--- config.mk ---
export PLATFORM = sky130hd
export DESIGN_NAME = input_conditioner
export DESIGN_NICKNAME = d
export VERILOG_FILES = /design/src/rtl/input_cond_pkg.sv /design/src/rtl/debounce_channel.sv /design/src/rtl/input_conditioner.sv
export SDC_FILE = /design/constraint.sdc
export NUM_CORES = 1
export LEC_CHECK = 0
export CAP_MARGIN = 30
export CORE_UTILIZATION = 25
export CTS_BUF_LIST = sky130_fd_sc_hd__clkbuf_4
export CTS_CLUSTER_DIAMETER = 200
export DETAILED_ROUTE_END_ITERATION = 10
export DONT_BUFFER_PORTS = 1
export MAX_ROUTING_LAYER = met4
export PLACE_DENSITY = 0.36
export SYNTH_ARGS = -nofsm -noshare
export SYNTH_HDL_FRONTEND = slang
export SYNTH_HIERARCHICAL = 1
export SYNTH_SLANG_ARGS = --single-unit
export TNS_END_PERCENT = 50
--- constraint.sdc ---
create_clock -name clk -period 2.03 [get_ports clk]
set_clock_uncertainty 0.15 [all_clocks]
set_input_delay 0.3045 -clock clk [delete_from_list [all_inputs] [get_ports clk]]
set_output_delay 0.3045 -clock clk [all_outputs]
set_load 0.02 [all_outputs]
--- src/rtl/input_cond_pkg.sv ---
`default_nettype none
// ============================================================================
//  Module      : input_cond_pkg
//  Description : Shared constants for the input conditioning stage. These are
//                the channel indices and the default debounce depth.
//  Revision    : 1.0 - initial release
// ============================================================================
package input_cond_pkg;

  // Channel ordering on raw_in / level_out / pulse_out
  localparam int CH_C1 = 0;
  localparam int CH_C2 = 1;
  localparam int CH_I  = 2;

  // Consecutive stable samples needed to accept a new level
  localparam int DEBOUNCE_DEFAULT = 4;

endpackage : input_cond_pkg
`default_nettype wire

--- src/rtl/debounce_channel.sv ---
`default_nettype none
// ============================================================================
//  Module      : debounce_channel
//  Description : One input line. It passes through a 2-flop synchroniser,
//                then a stability counter that accepts a new level after
//                DEBOUNCE_CYCLES consecutive mismatching samples. It also
//                drives a registered one-cycle pulse on every accepted rise.
//  Revision    : 1.0 - initial release
// ============================================================================
module debounce_channel
  import input_cond_pkg::*;
#(
  parameter int DEBOUNCE_CYCLES = DEBOUNCE_DEFAULT,
  parameter int CNT_W           = $clog2(DEBOUNCE_CYCLES + 1)
) (
  input  logic clk,
  input  logic rst_n,
  input  logic i_raw,
  output logic o_level,
  output logic o_pulse,
  output logic o_busy
);

  // Last count value before a persistent mismatch is committed as the new level
  localparam logic [CNT_W-1:0] c_cnt_last = CNT_W'(DEBOUNCE_CYCLES - 1);

  logic             r_s1;
  logic             r_s2;
  logic             r_level;
  logic             r_pulse;
  logic [CNT_W-1:0] r_cnt;

  logic             w_mismatch;
  logic             w_commit;

  assign w_mismatch = (r_s2 != r_level);
  // With DEBOUNCE_CYCLES = 1 the last count is 0, so the first mismatch commits
  assign w_commit   = w_mismatch && (r_cnt == c_cnt_last);

  // Bring the asynchronous pad line into the clk domain
  always_ff @(posedge clk or negedge rst_n) begin
    if (!rst_n) begin
      r_s1 <= 1'b0;
      r_s2 <= 1'b0;
    end else begin
      r_s1 <= i_raw;
      r_s2 <= r_s1;
    end
  end

  // Count consecutive mismatches. Any matching sample restarts the count,
  // and the counter never passes c_cnt_last.
  always_ff @(posedge clk or negedge rst_n) begin
    if (!rst_n) begin
      r_cnt   <= '0;
      r_level <= 1'b0;
    end else if (!w_mismatch) begin
      r_cnt   <= '0;
    end else if (w_commit) begin
      r_cnt   <= '0;
      r_level <= r_s2;
    end else begin
      r_cnt   <= r_cnt + CNT_W'(1);
    end
  end

  // Fire for the one cycle in which the level has just become 1
  always_ff @(posedge clk or negedge rst_n) begin
    if (!rst_n) begin
      r_pulse <= 1'b0;
    end else begin
      r_pulse <= w_commit & r_s2;
    end
  end

  assign o_level = r_level;
  assign o_pulse = r_pulse;
  assign o_busy  = (r_cnt != '0);

endmodule : debounce_channel
`default_nettype wire

--- src/rtl/input_conditioner.sv ---
`default_nettype none
// ============================================================================
//  Module      : input_conditioner
//  Description : Synchronises and debounces the C1/C2/I pad lines. It presents
//                clean levels and rising-edge pulses to the access-control
//                FSMs. Channels are filtered fully independently.
//  Revision    : 1.0 - initial release
// ============================================================================
module input_conditioner
  import input_cond_pkg::*;
#(
  parameter int CHANNELS        = 3,
  parameter int DEBOUNCE_CYCLES = DEBOUNCE_DEFAULT,
  parameter int CNT_W           = $clog2(DEBOUNCE_CYCLES + 1)
) (
  input  logic                clk,
  input  logic                rst_n,
  input  logic [CHANNELS-1:0] raw_in,
  output logic [CHANNELS-1:0] level_out,
  output logic [CHANNELS-1:0] pulse_out,
  output logic                busy
);

  logic [CHANNELS-1:0] w_busy;

  for (genvar g = 0; g < CHANNELS; g++) begin : g_ch
    debounce_channel #(
      .DEBOUNCE_CYCLES (DEBOUNCE_CYCLES),
      .CNT_W           (CNT_W)
    ) u_chan (
      .clk     (clk),
      .rst_n   (rst_n),
      .i_raw   (raw_in[g]),
      .o_level (level_out[g]),
      .o_pulse (pulse_out[g]),
      .o_busy  (w_busy[g])
    );
  end : g_ch

  // A transition is pending on any channel whose counter is running
  assign busy = |w_busy;

endmodule : input_conditioner
`default_nettype wire

**Yosys cells after proc, flatten, opt, wreduce, memory -nomap -nowiden**

Index checks and enable logic that the tools add are counted.

- Bits in registers: 21
- Output and inout bits: 7
- Logic and storage cells: 43
- Input port bits: 5

- Bitwise gates (word level): 3
- Reductions and logical operators: 10
- Mux-type cells: 6
- Equality and inequality tests: 6
- $add $sub $neg: 3

Operators by type and width:

| cell | count |
|---|---|
| $mux 3 | 6 |
| $add 3x1->3 const B | 3 |
| $eq 3x2->1 const B | 3 |
| $reduce_bool 3->1 | 3 |
| $reduce_and 2->1 | 3 |
| $and 1x1->1 | 3 |
| $logic_and 1x1->1 | 3 |
| $ne 1x1->1 | 3 |
| $reduce_or 3->1 | 1 |

**Longest topological paths before layout**

Gate-level depths: netlist (run 1).

- Word-level depth: 4
- Depth in mapped cells: 4
- Depth with buffers taken out: 4

**Hierarchy**

The synthesis (run 1) kept the hierarchy.

Modules (own cells, without submodules):

| module | cells each | times used | area each (um^2) | seq. area each (um^2) |
|---|---|---|---|---|
| debounce_channel | 19 | 3 | 282.8 | 175.2 |
| input_conditioner | 1 | 1 | 6.3 | 0.0 |

**Least setup slack after synthesis (run 1)**

OpenSTA, ideal clock, no wires.

- Path type: register to output
- From: register g_ch[1].u_chan.r_cnt[0]
- To: output port busy
- Buffers on the path: 0
- Cell stages (with the launch flop): 5
- Data required time: 1576 ps
- Arrival: 1058 ps
- Path slack: 517 ps
- Cell sequence: dfrtp_1 -> inv_1 -> ha_1 -> nand2b_1 -> or3_1

- Cells in the longest elaborated chain, start to end: 2

Ends and longest elaborated chain:

| what | line | text |
|---|---|---|
| start: declaration | debounce_channel.sv:31 | `logic [CNT_W-1:0] r_cnt;` |
| start signal: assignment | debounce_channel.sv:63 | `r_cnt <= r_cnt + CNT_W'(1);` |
| $reduce_bool 3->1 | debounce_channel.sv:78 | `assign o_busy = (r_cnt != '0);` |
| net w_busy[1] | input_conditioner.sv:24 | `logic [CHANNELS-1:0] w_busy;` |
| $reduce_or 3->1 | input_conditioner.sv:41 | `assign busy = \|w_busy;` |
| end: declaration | input_conditioner.sv:21 | `output logic busy` |

The timed path passes the listed nets, and every way through them passes these cells.

**Worst setup path after layout (run 1)**

Same ends and word-level chain as after synthesis.

==> results.sh, run 1 <==
export IMPL_ys_seq_elements=21
export IMPL_diodes=0
export IMPL_endpoint_kind="output pin"
export IMPL_arrival_ns=1.43
export IMPL_peakVddDrop_v=0.000446
export IMPL_synthCells=58
export IMPL_fp_dieH_um=60.5
export IMPL_critPathTopFamily="simple AND/OR/NAND/NOR gates"
export IMPL_multi_input_area_um2=307
export IMPL_cts_resized=0
export IMPL_yosys_area_top_type="dfrtp_1"
export IMPL_p_sw_share_pct=34.1
export IMPL_fin_cells=111
export IMPL_clock_sinks=21
export IMPL_cts_buffers=3
export IMPL_die_w_um=60.5
export IMPL_rsz0062_at_grt="false"
export IMPL_die_area_mm2=0.00366
export IMPL_vias=426
export IMPL_clk_latency_ns=0.30
export IMPL_cp_required_ns=1.58
export IMPL_core_area_mm2=0.00315
export IMPL_period_minus_slack_ns=1.88
export IMPL_cts_path_max_buffers=2
export IMPL_hpwl_um=835
export IMPL_power_mw=1.13
export IMPL_fillers=349
export IMPL_layout_drive_gt1_share_pct=16.4
export IMPL_synth_common_cells="dfrtp_1 (21), nor3b_1 (9), ha_1 (6), inv_1 (6)"
export IMPL_hp_class="primary input to asynchronous set/reset pin"
export IMPL_seqPwrFrac_pct=55.0
export IMPL_drv_cap=0
export IMPL_p_int_mw=0.747
export IMPL_grt_pass1_wl_mm=2.06
export IMPL_grt_pass1_vias=473
export IMPL_power_per_cell_area_mw_per_mm2=1140
export IMPL_viasPerCell=3.84
export IMPL_nets=79
export IMPL_rows=20
export IMPL_avgSynthCellArea_um2=14.7
export IMPL_drt_total_wl_mm=1.15
export IMPL_worstReg2RegStart="g_ch[2].u_chan/r_cnt[0]"
export IMPL_htree_levels=1
export IMPL_drc_errors=0
export IMPL_port_buffers=0
export IMPL_dp_cells=102
export IMPL_avgRoutedWirePerCell_um=10.4
export IMPL_setup_ws_ns=0.146
export IMPL_cp_num_buf_inv=1
export IMPL_totalNegativeSetupSlack_ns=0
export IMPL_power_leakage_nw=0.455
export IMPL_async_flop_share_pct=100
export IMPL_gr_total_overflow=0
export IMPL_comb_power_share_pct=27.0
export IMPL_grt_start_max_net_pins=22
export IMPL_syn_area_um2=855
export IMPL_crit_slowest_cell="or3_1"
export IMPL_root_buffer="clkbuf_4"
export IMPL_crit_fanout=3
export IMPL_hold_slack_ns=0.193
export IMPL_gr_usage_all_layers_pct=8.44
export IMPL_power_share_clock_pct=18.0
export IMPL_max_freq_ghz=0.531
export IMPL_post_cts_buffers=0
export IMPL_r2r_cells=3
export IMPL_layout_area_seq_um2=526
export IMPL_setup_viol=0
export IMPL_status="completed"
export IMPL_slew_headroom_pct=73.2
export IMPL_post_route_period_util_pct=92.8
export IMPL_detail_route_antenna_nets=0
export IMPL_r2r_end="g_ch[2].u_chan/o_level"
export IMPL_worst_pin_slew_ns=0.401
export IMPL_synth_top_area_share_pct=61.5
export IMPL_syn_nets=69
export IMPL_synth_edf_count=0
export IMPL_crit_chain="inv_1 > ha_1 > nand2b_1 > or3_1"
export IMPL_start_util_pct=27.1
export IMPL_clk_pin_slew_ns=0.12
export IMPL_hold_violations=0
export IMPL_synth_ff_type="dfrtp_1"
export IMPL_pre_cts_ws_ns=0.478
export IMPL_ys_warn_count=6
export IMPL_net_switching_power_mw=0.387
export IMPL_synth_yosys_seq_area_share_pct=61.5
export IMPL_worst_setup_path_type="register to output pin"
export IMPL_yosysMostFrequentCell="dfrtp_1"
export IMPL_ioPinCount=12
export IMPL_slowest_delay_ns=0.47
export IMPL_synth_distinct_cells=10
export IMPL_area_delta_synth_final_pct=16.0
export IMPL_tritoncts="yes"
export IMPL_drt_iter0_drc=7
export IMPL_cp_start_kind="register"
export IMPL_drtPass1Iterations=4
export IMPL_place_congestion=0.635
export IMPL_synth_area_top_cells="dfrtp_1 (61%), ha_1 (8.8%), nor3b_1 (7.9%)"
export IMPL_rrSetupSlack_ns=0.72
export IMPL_slew_violations=0
export IMPL_antenna_found_initial=0
-- worst max-delay path by stage --
stage | startpoint | to | slack [ns] | cells after the start
2_1_floorplan | g_ch[1].u_chan/r_cnt[0] | busy | 0.52 | 4
3_3_place_gp | g_ch[1].u_chan/r_cnt[0] | busy | 0.48 | 4
3_5_place_dp | g_ch[1].u_chan/r_cnt[0] | busy | 0.48 | 4
4_1_cts | g_ch[1].u_chan/r_cnt[0] | busy | 0.12 | 4
5_1_grt | g_ch[2].u_chan/r_cnt[0] | busy | 0.05 | 4
6_report | g_ch[1].u_chan/r_cnt[0] | busy | 0.15 | 4
-- sequential cells by signal (all words and copies together) (netlist names) --
name                 count
g_ch.u_chan/r_s2         3
g_ch.u_chan/o_level      3
g_ch.u_chan/r_s1         3
g_ch.u_chan/r_cnt        9
g_ch.u_chan/o_pulse      3
-- power by group through the flow --
stage | Combinational, mW | Clock (mW) | Sequential, mW
2_1_floorplan | 0.251 | 0 | 0.617
3_3_place_gp | 0.303 | 0 | 0.634
3_5_place_dp | 0.299 | 0 | 0.636
4_1_cts | 0.314 | 0.224 | 0.626
5_1_grt | 0.362 | 0.239 | 0.640
6_report | 0.306 | 0.204 | 0.624
-- metal layers --
metal	vias up	global-route usage (%)	routed length, um
met5	-	-	0
met4	0	2.92	12
met3	2	4.69	98
met2	13	12.1	470
met1	203	9.97	572
li1	208	-	-
-- repair_timing --
action / CTS / global route
endpoints found under the hold margin: 24 / 0
hold buffers: 4 / 0
endpoints found under the setup margin: 0 / 0
-- stage by stage --
step / area, um2 / util (%)
4_1_cts: 980 / 31.1
2_1_floorplan: 855 / -
3_5_place_dp: 910 / 28.8
6_report: 991 / 31.4
3_3_place_gp: 910 / 28.8
5_1_grt: 991 / 31.4
-- layout by cell type (no fill, tap or decap), types with 4 or more instances in the layout --
cell           count
ha_1               6
inv_1              6
dlygate4sd3_1      4
nor3b_1            9
dfrtp_1           21
-- area by class of cell --
| type | count | area share (%) |
|---|---|---|
| Multi-Input combinational cell | 31 | 30.9 |
| Timing Repair Buffer | 5 | 5.18 |
| Clock inverter | 1 | 0.758 |
| Clock buffer | 3 | 2.27 |
| Sequential cell | 21 | 53.0 |
| Tap cell | 44 | 5.56 |
| Inverter | 6 | 2.27 |
-- cell families after synthesis --
family,synth area share (%)
XOR/XNOR,3.08
adder cells (fa/ha/maj),8.78
buffers and inverters,2.64
flip-flops,61.5
multiplexers,5.27
AND/OR/NAND/NOR,18.7
Power figures use the tool's default switching activity.
==> run 2: changes to the inputs <==
- DONT_BUFFER_PORTS: 1 -> unset
- PLACE_DENSITY: 0.36 -> 0.41
==> run 2 against run 1 <==
Effect of this change:
- combinational power up 48%
- sequential cell count unchanged
- fmax shrank 0.98%
- sequential power is 8.0% lower
- sequential share of layout area decreased by 3.8 points
- first-iteration DRC count decreased by 57%
- critical path depth increased by 1
- wire length increased by 2.1%
- utilization grew 2.4 points
- setup slack worse by 0.019 ns
- critical path type unchanged
- largest cell class unchanged
==> results.sh, run 2 (synthesis gave the netlist of run 1 again) <==
export IMPL_status="completed"
export IMPL_gr_usage_all_layers_pct=8.62
export IMPL_port_buffers=11
export IMPL_rsz0062_at_grt="false"
export IMPL_gr_usage_met2_pct=12.4
export IMPL_final_common_cell="dfrtp_1"
export IMPL_area_delta_synth_final_pct=24.9
export IMPL_layout_area_seq_um2=526
export IMPL_grt_pass1_wl_mm=2.15
export IMPL_power_mw=1.24
export IMPL_comb_power_share_pct=36.7
export IMPL_final_cell_mix="dfrtp_1 (21), clkdlybuf4s50_1 (10), nor3b_1 (9), inv_1 (6), ha_1 (6)"
export IMPL_seqPwrFrac_pct=46.4
export IMPL_die_w_um=60.5
export IMPL_clk_latency_ns=0.29
export IMPL_totalNegativeSetupSlack_ns=0
export IMPL_layout_drive_gt1_share_pct=18.4
export IMPL_drc_errors=0
export IMPL_slew_headroom_pct=82.4
export IMPL_antenna_found_initial=0
export IMPL_largest_reg_flops=9
export IMPL_ioPinCount=12
export IMPL_busiest_layer="met2"
export IMPL_drv_cap=0
export IMPL_met3_usage_pct=1.92
export IMPL_regMostFlops="g_ch.u_chan/r_cnt"
export IMPL_drt_total_wl_mm=1.18
export IMPL_worst_pin_slew_ns=0.262
export IMPL_clk_pin_slew_ns=0.11
export IMPL_cp_start_kind="register"
export IMPL_hpwl_um=825
export IMPL_grt_start_max_net_pins=22
export IMPL_multi_input_area_um2=307
export IMPL_place_congestion=0.675
export IMPL_cts_path_max_buffers=2
export IMPL_power_share_clock_pct=16.9
export IMPL_p_int_mw=0.846
export IMPL_cp_required_ns=1.58
export IMPL_core_area_mm2=0.00315
export IMPL_arrival_ns=1.45
export IMPL_slew_violations=0
export IMPL_slowest_delay_ns=0.39
export IMPL_fillers=345
export IMPL_drt_iter0_drc=3
export IMPL_crit_slowest_cell="dfrtp_1"
export IMPL_viasPerCell=3.94
export IMPL_met1_usage_pct=10.3
export IMPL_power_per_cell_area_mw_per_mm2=1160
export IMPL_peakVddDrop_v=0.000396
export IMPL_setup_viol=0
export IMPL_avgRoutedWirePerCell_um=9.82
export IMPL_fp_dieH_um=60.5
export IMPL_tritoncts="yes"
export IMPL_period_minus_slack_ns=1.90
export IMPL_diodes=0
export IMPL_cts_buffers=3
export IMPL_die_area_mm2=0.00366
export IMPL_hold_violations=0
export IMPL_start_util_pct=27.1
export IMPL_root_buffer="clkbuf_4"
export IMPL_hp_class="primary input to asynchronous set/reset pin"
export IMPL_endpoint_kind="output pin"
export IMPL_vias=473
export IMPL_rrSetupSlack_ns=0.63
export IMPL_critPathTopFamily="simple AND/OR/NAND/NOR gates"
export IMPL_gr_total_overflow=0
export IMPL_rows=20
export IMPL_worst_setup_path_type="register to output pin"
export IMPL_grt_pass1_vias=478
export IMPL_cp_num_buf_inv=2
export IMPL_net_switching_power_mw=0.389
export IMPL_clock_sinks=21
export IMPL_max_freq_ghz=0.526
export IMPL_drtPass1Iterations=4
export IMPL_nets=88
export IMPL_crit_fanout=2
export IMPL_p_sw_share_pct=31.5
export IMPL_detail_route_antenna_nets=0
export IMPL_crit_chain="inv_1 > ha_1 > nand2b_1 > or3_1 > buf_2"
export IMPL_htree_levels=1
export IMPL_post_route_period_util_pct=93.7
export IMPL_power_leakage_nw=0.492
## run 2: path summary, 6_finish.rpt
kind,from,end,cells past startpoint
worst max-delay path,g_ch[1].u_chan/r_cnt[0],busy,5
worst min-delay path,rst_n,g_ch[2].u_chan/r_cnt[1],2
worst max register to register,g_ch[1].u_chan/r_cnt[0],g_ch[1].u_chan/o_level,4
worst min register to register,g_ch[0].u_chan/r_s1,g_ch[0].u_chan/r_s2,0
max in group asynchronous,rst_n,g_ch[1].u_chan/r_cnt[0],2
min in group clk,g_ch[0].u_chan/r_s1,g_ch[0].u_chan/r_s2,0
## run 2: layer usage
layer  share of wire, %  vias to the layer above
met2                 43                       11
met3                4.2                        4
met5                  0                        -
li1                   -                      225
met4                2.9                        0
met1                 50                      233
## run 2: through the flow
stage	setup slack, ns	std cells	hold slack (ns)	instance area (um2)	util (%)
final	0.127	120	0.193	1070	33.8
after CTS	0.0896	120	0.192	1070	33.8
after global placement	0.0813	115	0.184	1030	32.8
after global routing	0.0221	120	0.197	1070	33.8
after floorplan	0.517	58	-0.141	855	-
after detailed placement	0.0414	115	0.190	1030	32.8
## run 2: area by class of cell
cell class	instances	area share, %
well taps	44	5.16
clock buffers	4	2.81
multi-input cells	31	28.7
flip-flops and latches	21	49.2
repair buffers	14	12.0
inverters	6	2.11
## run 2: power by group through the flow
stage	sequential (mW)	clock [mW]	combinational (mW)
5_1_grt	0.589	0.244	0.507
2_1_floorplan	0.617	0	0.251
4_1_cts	0.576	0.227	0.463
6_report	0.574	0.209	0.453
3_5_place_dp	0.588	0	0.456
3_3_place_gp	0.584	0	0.462
## run 2: timing repair
action,in CTS,in global routing
setup buffers,1,0
gates resized for setup,4,0
hold buffers,0,0
endpoints found under the setup margin,1,0
